===== src/rtl/turf_udp_fragmenter.sv =====
// turf_udp_fragmenter
// Splits one event (announced by a tag+length control word) into UDP-sized
// fragments: a registered header beat followed by up to FRAG_BEATS payload
// beats passed straight through from the 64-bit payload stream.
`timescale 1ns/1ps

module turf_udp_fragmenter #(
  parameter int unsigned FRAG_BEATS = 128,
  parameter logic [15:0] MAGIC      = 16'h5446
) (
  input  logic        aclk,
  input  logic        aresetn,
  input  logic [31:0] s_ctrl_tdata,
  input  logic        s_ctrl_tvalid,
  output logic        s_ctrl_tready,
  input  logic [63:0] s_data_tdata,
  input  logic        s_data_tvalid,
  input  logic        s_data_tlast,
  output logic        s_data_tready,
  output logic [63:0] m_axis_tdata,
  output logic [7:0]  m_axis_tkeep,
  output logic        m_axis_tvalid,
  output logic        m_axis_tlast,
  input  logic        m_axis_tready,
  output logic [31:0] event_count,
  output logic        err_tlast
);

  localparam logic [19:0] FRAG_BYTES   = 20'(8 * FRAG_BEATS);
  localparam logic [17:0] FRAG_BEATS_W = 18'(FRAG_BEATS);
  localparam logic [8:0]  FRAG_LAST    = 9'(FRAG_BEATS - 1);

  typedef enum logic [1:0] {
    IDLE   = 2'd0,
    HEADER = 2'd1,
    STREAM = 2'd2
  } state_t;

  state_t      state;
  logic [11:0] tag_r;
  logic [11:0] nfrag_r;
  logic [11:0] frag_idx;
  logic [19:0] bytes_left;   // event bytes from the start of the current fragment
  logic [17:0] beats_left;   // event payload beats not yet transferred
  logic [8:0]  frag_cnt;     // payload beats transferred in the current fragment
  logic [2:0]  rem_r;
  logic        len_zero;
  logic [63:0] hdr_r;

  logic [19:0] ctrl_len;
  logic [11:0] ctrl_tag;
  logic [17:0] ctrl_beats;
  logic [11:0] ctrl_nfrag;

  logic [11:0] hdr_tag;
  logic [11:0] hdr_idx;
  logic [11:0] hdr_nfrag;
  logic [19:0] hdr_left;
  logic [11:0] hdr_fbytes;
  logic [63:0] hdr_next;

  logic        xfer;
  logic        last_evt;
  logic        last_frag;
  logic [7:0]  keep_rem;

  // Decode the incoming control word into the per-event derived values
  always_comb begin
    ctrl_len   = s_ctrl_tdata[19:0];
    ctrl_tag   = s_ctrl_tdata[31:20];
    ctrl_beats = 18'((21'(ctrl_len) + 21'd7) >> 3);
    if (ctrl_beats == 18'd0)
      ctrl_nfrag = 12'd1;
    else
      ctrl_nfrag = 12'((ctrl_beats + (FRAG_BEATS_W - 18'd1)) / FRAG_BEATS_W);
  end

  // Header contents for the next HEADER entry: either the first fragment of a
  // new event (from the control word) or the following fragment of this one
  always_comb begin
    hdr_tag   = tag_r;
    hdr_idx   = frag_idx + 12'd1;
    hdr_nfrag = nfrag_r;
    hdr_left  = bytes_left - FRAG_BYTES;
    if (state == IDLE) begin
      hdr_tag   = ctrl_tag;
      hdr_idx   = 12'd0;
      hdr_nfrag = ctrl_nfrag;
      hdr_left  = ctrl_len;
    end
    hdr_fbytes = (hdr_left >= FRAG_BYTES) ? 12'(FRAG_BYTES) : hdr_left[11:0];
    hdr_next   = {MAGIC, hdr_tag, hdr_idx, hdr_nfrag, hdr_fbytes};
  end

  // Beat-level framing flags for the pass-through phase
  always_comb begin
    xfer      = (state == STREAM) && s_data_tvalid && m_axis_tready;
    last_evt  = (beats_left == 18'd1);
    last_frag = last_evt || (frag_cnt == FRAG_LAST);
    keep_rem  = (rem_r == 3'd0) ? 8'hFF : ~(8'hFF << rem_r);
  end

  // Output muxing per state; STREAM is a combinational pass-through
  always_comb begin
    s_ctrl_tready = 1'b0;
    s_data_tready = 1'b0;
    m_axis_tdata  = '0;
    m_axis_tkeep  = '0;
    m_axis_tvalid = 1'b0;
    m_axis_tlast  = 1'b0;
    case (state)
      IDLE: begin
        s_ctrl_tready = 1'b1;
      end
      HEADER: begin
        m_axis_tvalid = 1'b1;
        m_axis_tdata  = hdr_r;
        m_axis_tkeep  = '1;
        m_axis_tlast  = len_zero;
      end
      STREAM: begin
        m_axis_tvalid = s_data_tvalid;
        s_data_tready = m_axis_tready;
        m_axis_tdata  = s_data_tdata;
        m_axis_tkeep  = last_evt ? keep_rem : 8'hFF;
        m_axis_tlast  = last_frag;
      end
      default: begin
        s_ctrl_tready = 1'b0;
      end
    endcase
  end

  // Event/fragment sequencing, counters and sticky tlast error
  always_ff @(posedge aclk or negedge aresetn) begin
    if (!aresetn) begin
      state       <= IDLE;
      tag_r       <= '0;
      nfrag_r     <= '0;
      frag_idx    <= '0;
      bytes_left  <= '0;
      beats_left  <= '0;
      frag_cnt    <= '0;
      rem_r       <= '0;
      len_zero    <= 1'b0;
      hdr_r       <= '0;
      event_count <= '0;
      err_tlast   <= 1'b0;
    end else begin
      case (state)
        IDLE: begin
          if (s_ctrl_tvalid) begin
            tag_r      <= ctrl_tag;
            nfrag_r    <= ctrl_nfrag;
            frag_idx   <= '0;
            bytes_left <= ctrl_len;
            beats_left <= ctrl_beats;
            frag_cnt   <= '0;
            rem_r      <= ctrl_len[2:0];
            len_zero   <= (ctrl_len == 20'd0);
            hdr_r      <= hdr_next;
            state      <= HEADER;
          end
        end
        HEADER: begin
          if (m_axis_tready) begin
            if (len_zero) begin
              event_count <= event_count + 32'd1;
              state       <= IDLE;
            end else begin
              state <= STREAM;
            end
          end
        end
        STREAM: begin
          if (xfer) begin
            if (s_data_tlast != last_evt)
              err_tlast <= 1'b1;
            beats_left <= beats_left - 18'd1;
            frag_cnt   <= frag_cnt + 9'd1;
            if (last_frag) begin
              if (last_evt) begin
                event_count <= event_count + 32'd1;
                state       <= IDLE;
              end else begin
                frag_idx   <= frag_idx + 12'd1;
                bytes_left <= bytes_left - FRAG_BYTES;
                frag_cnt   <= '0;
                hdr_r      <= hdr_next;
                state      <= HEADER;
              end
            end
          end
        end
        default: state <= IDLE;
      endcase
    end
  end

endmodule


===== config.mk =====
export PLATFORM = sky130hd
export DESIGN_NAME = turf_udp_fragmenter
export DESIGN_NICKNAME = d
export VERILOG_FILES = /design/src/rtl/turf_udp_fragmenter.sv
export SDC_FILE = /design/constraint.sdc
export NUM_CORES = 1
export LEC_CHECK = 0
export BUFFER_PORTS_ARGS = -buffer_cell sky130_fd_sc_hd__clkbuf_2
export CAP_MARGIN = 20
export CORE_UTILIZATION = 50
export CTS_CLUSTER_SIZE = 24
export DETAILED_ROUTE_END_ITERATION = 16
export GPL_ROUTABILITY_DRIVEN = 0
export PLACE_DENSITY_LB_ADDON = 0.25
export SLEW_MARGIN = 25
export SYNTH_ARGS = -nofsm -noshare
export SYNTH_HDL_FRONTEND = slang
export SYNTH_SLANG_ARGS = --single-unit

===== constraint.sdc =====
create_clock -name aclk -period 5.2 [get_ports aclk]
set_input_delay 0.52 -clock aclk [delete_from_list [all_inputs] [get_ports aclk]]
set_output_delay 0.52 -clock aclk [all_outputs]
set_load 0.02 [all_outputs]

==> results.toml <==
[setup_path]
r2r-start = "beats_left[7]"
worst_setup_path_end_kind = "output port"
critical_path_class = "reg2out"
r2r_slack_ns = 2.09
ff2ff_path_depth = 8
worstPathRequired_ns = 4.68
worstSetupStartpointType = "register"
r2r_end = "hdr_r[36]"
arrival_ns = 3.03
worst-path-max-fanout = 79

[floorplan]
die_x_um = 141.9
pin_count = 211
core_area_mm2 = 0.01896
rows = 50
die_area_mm2 = 0.02012
start_util_pct = 51.60
die_height_um = 141.9

[final_layout]
syn_to_final_growth_pct = 18.36
layout.cells.most_common = "clkbuf_2"
fin_util_pct = 61.07
fin_cells = 1518
final_cell_mix = "209 x clkbuf_2, 169 x dfrtp_1, 98 x nand2_1"
nets = 1360
antenna_cells = 0
drive_gt1_share_pct = 23.77
n_fill_cell = 1656

[power]
power_leakage_nw = 5.197
vdd_drop_max_uv = 469.5
power.total_w = 0.006218
power_density_mw_per_mm2 = 537.2

[sta]
relSlewSlack_pct = 36.83
rsz0062_at_grt = "no"
tns_ns = 0
final-setup-viol-count = 0
period_minus_slack_ns = 3.551
clock_skew_ns = 0.008317
final_hold_viol_count = 0
worst_pin_slew_ns = 0.9348
drv_slew = 0
fmax_mhz = 281.7
min_period_over_period_pct = 68.28

[global_route]
grt_max_degree = 80
antenna_found_initial = 0
grt_pass1_wl_mm = 42.14
grt_pass1_vias = 8120
grt.overflow.total = 0
grt.total_usage_pct = 26.70

[routing]
route.detailed.drc = 0
routed_via_density = 5.790
drt.antenna.violating_nets = 0
wl_met3_mm = 1.526
wl_met1_mm = 11.95
top_layer_used = "met4"
first_pass_iters = 5
vias = 8789
met2_length_mm = 12.36
drt-total-wl_mm = 26.21
wl_per_cell_um = 17.27
drtIter0Drc = 619

[clocking]
clkSlewWorstSetupHoldPaths_ns = 0.06
cts_hold_buffers = 0
cts-root-buf = "clkbuf_16"
cts_inserted_buffers = 17
clkLatencyLatePin_ns = 0.44
cts_sinks = 169
cts.path.max_buffers = 2
cts_resized = 0
tritoncts = "done"
cts_setup_buffers = 0
htreeDepth = 4

[logic_synthesis]
syn-cell-area_mm2 = 0.009781
synth_fp_nets = 1197
synth_compound_area_share_pct = 16.84
netlist_instances = 1083
synth_area_per_cell_um2 = 9.031
async_reset_ff_share_pct = 100.0
synthMuxAreaShare_pct = 5.079
synth_top_family_by_area = "simple AND/OR/NAND/NOR gates"
synthSimpleGateAreaFrac_pct = 22.91
ys_warn_count = 0
synth_edf_count = 0
synth_cell_types = 65
synth_adder_area_share_pct = 1.535
synthXorXnorAreaFrac_pct = 6.268
synth-seq-cells = 169
synth_ff_type = "dfrtp_1"
ys_seq_area_share_pct = 43.24

[placement]
dpl.hpwl_mm = 18.17
numPortBuffers = 210
post-place-cells = 1487

[status]
outcome = "complete, no violations"

[hold_path]
hold_class = "in2async"

[job]
drv_cap = 0
-- synthesized netlist by cell type (26+ instances only) --
master    instances  share of area, %
mux2i_1          26               2.7
a21oi_1          34               1.7
nand2_1          98               3.8
nor2b_1          53               3.4
nor3_1           53               2.7
nor2_1           77               3.0
xnor2_1          46               4.1
nand3_1          35               1.8
dfrtp_1         169                43
a22oi_1          55               4.2
o21ai_0          61               3.1
clkbuf_1         67               2.6
-- layer usage --
layer | up-vias | GRT usage (%)
li1 | 4185 | -
met1 | 4274 | 36.56
met2 | 299 | 43.56
met3 | 31 | 4.354
met4 | 0 | 7.923
met5 | - | 0
-- kinds of logic (layout without fill, tap and decap cells) --
logic type,count (synthesis),after routing
buffers and inverters,106,281
AND/OR/NAND/NOR,431,431
AO/OA/AOI/OAI,248,248
adder cells (fa/ha/maj),12,12
multiplexers,47,47
XOR/XNOR,70,70
flip-flops,169,169
-- report_power, final --
part / total [W] / internal [W] / switching, W
combinational: 0.00294 / 0.00108 / 0.00186
sequential: 0.00201 / 0.00168 / 0.000328
clock: 0.00126 / 0.000729 / 0.000533
total: 0.00622 / 0.00350 / 0.00272
-- worst max-delay path, cell delays in order, from the launching register on --
cell      delay [ns]
dfrtp_1         0.42
inv_1           0.15
ha_4            0.32
buf_4           0.73
o21ai_1         0.50
a21oi_1         0.25
clkbuf_2        0.21
-- state kept, by name, summed over array words and instances (netlist names) --
register and cells:
nfrag_r 11, frag_cnt 9, err_tlast 1, beats_left 18, frag_idx 12, rem_r 3
state 2, bytes_left 20, len_zero 1, event_count 32, hdr_r 48, tag_r 12
-- cell type report --
type | count | area, um^2 | area share [%]
flip-flops and latches | 169 | 4229 | 36.53
inverters | 25 | 93.84 | 0.8106
clock inverters | 11 | 123.9 | 1.070
multi-input cells | 808 | 5177 | 44.73
repair buffers | 225 | 1170 | 10.11
well taps | 260 | 325.3 | 2.810
clock buffers | 20 | 456.7 | 3.945
-- worst max-delay path by stage --
stage	start	cells after the start	end
after floorplan	state[0]	8	m_axis_tdata[50]
after global placement	state[0]	6	m_axis_tvalid
after detailed placement	state[0]	6	m_axis_tvalid
after CTS	state[0]	6	m_axis_tvalid
after global routing	state[0]	6	m_axis_tkeep[5]
final	state[0]	6	m_axis_tvalid
-- per-stage QoR --
stage               setup WS (ns)  hold slack (ns)  area, um^2
floorplan                   2.386           0.2244        9781
global placement            2.182           0.4526       11000
detailed placement          2.135           0.4604       11000
CTS                         1.665           0.1388       11580
global route                1.466           0.1580       11580
finish                      1.649           0.1129       11580
No activity file was read; power rests on OpenSTA's default activity.
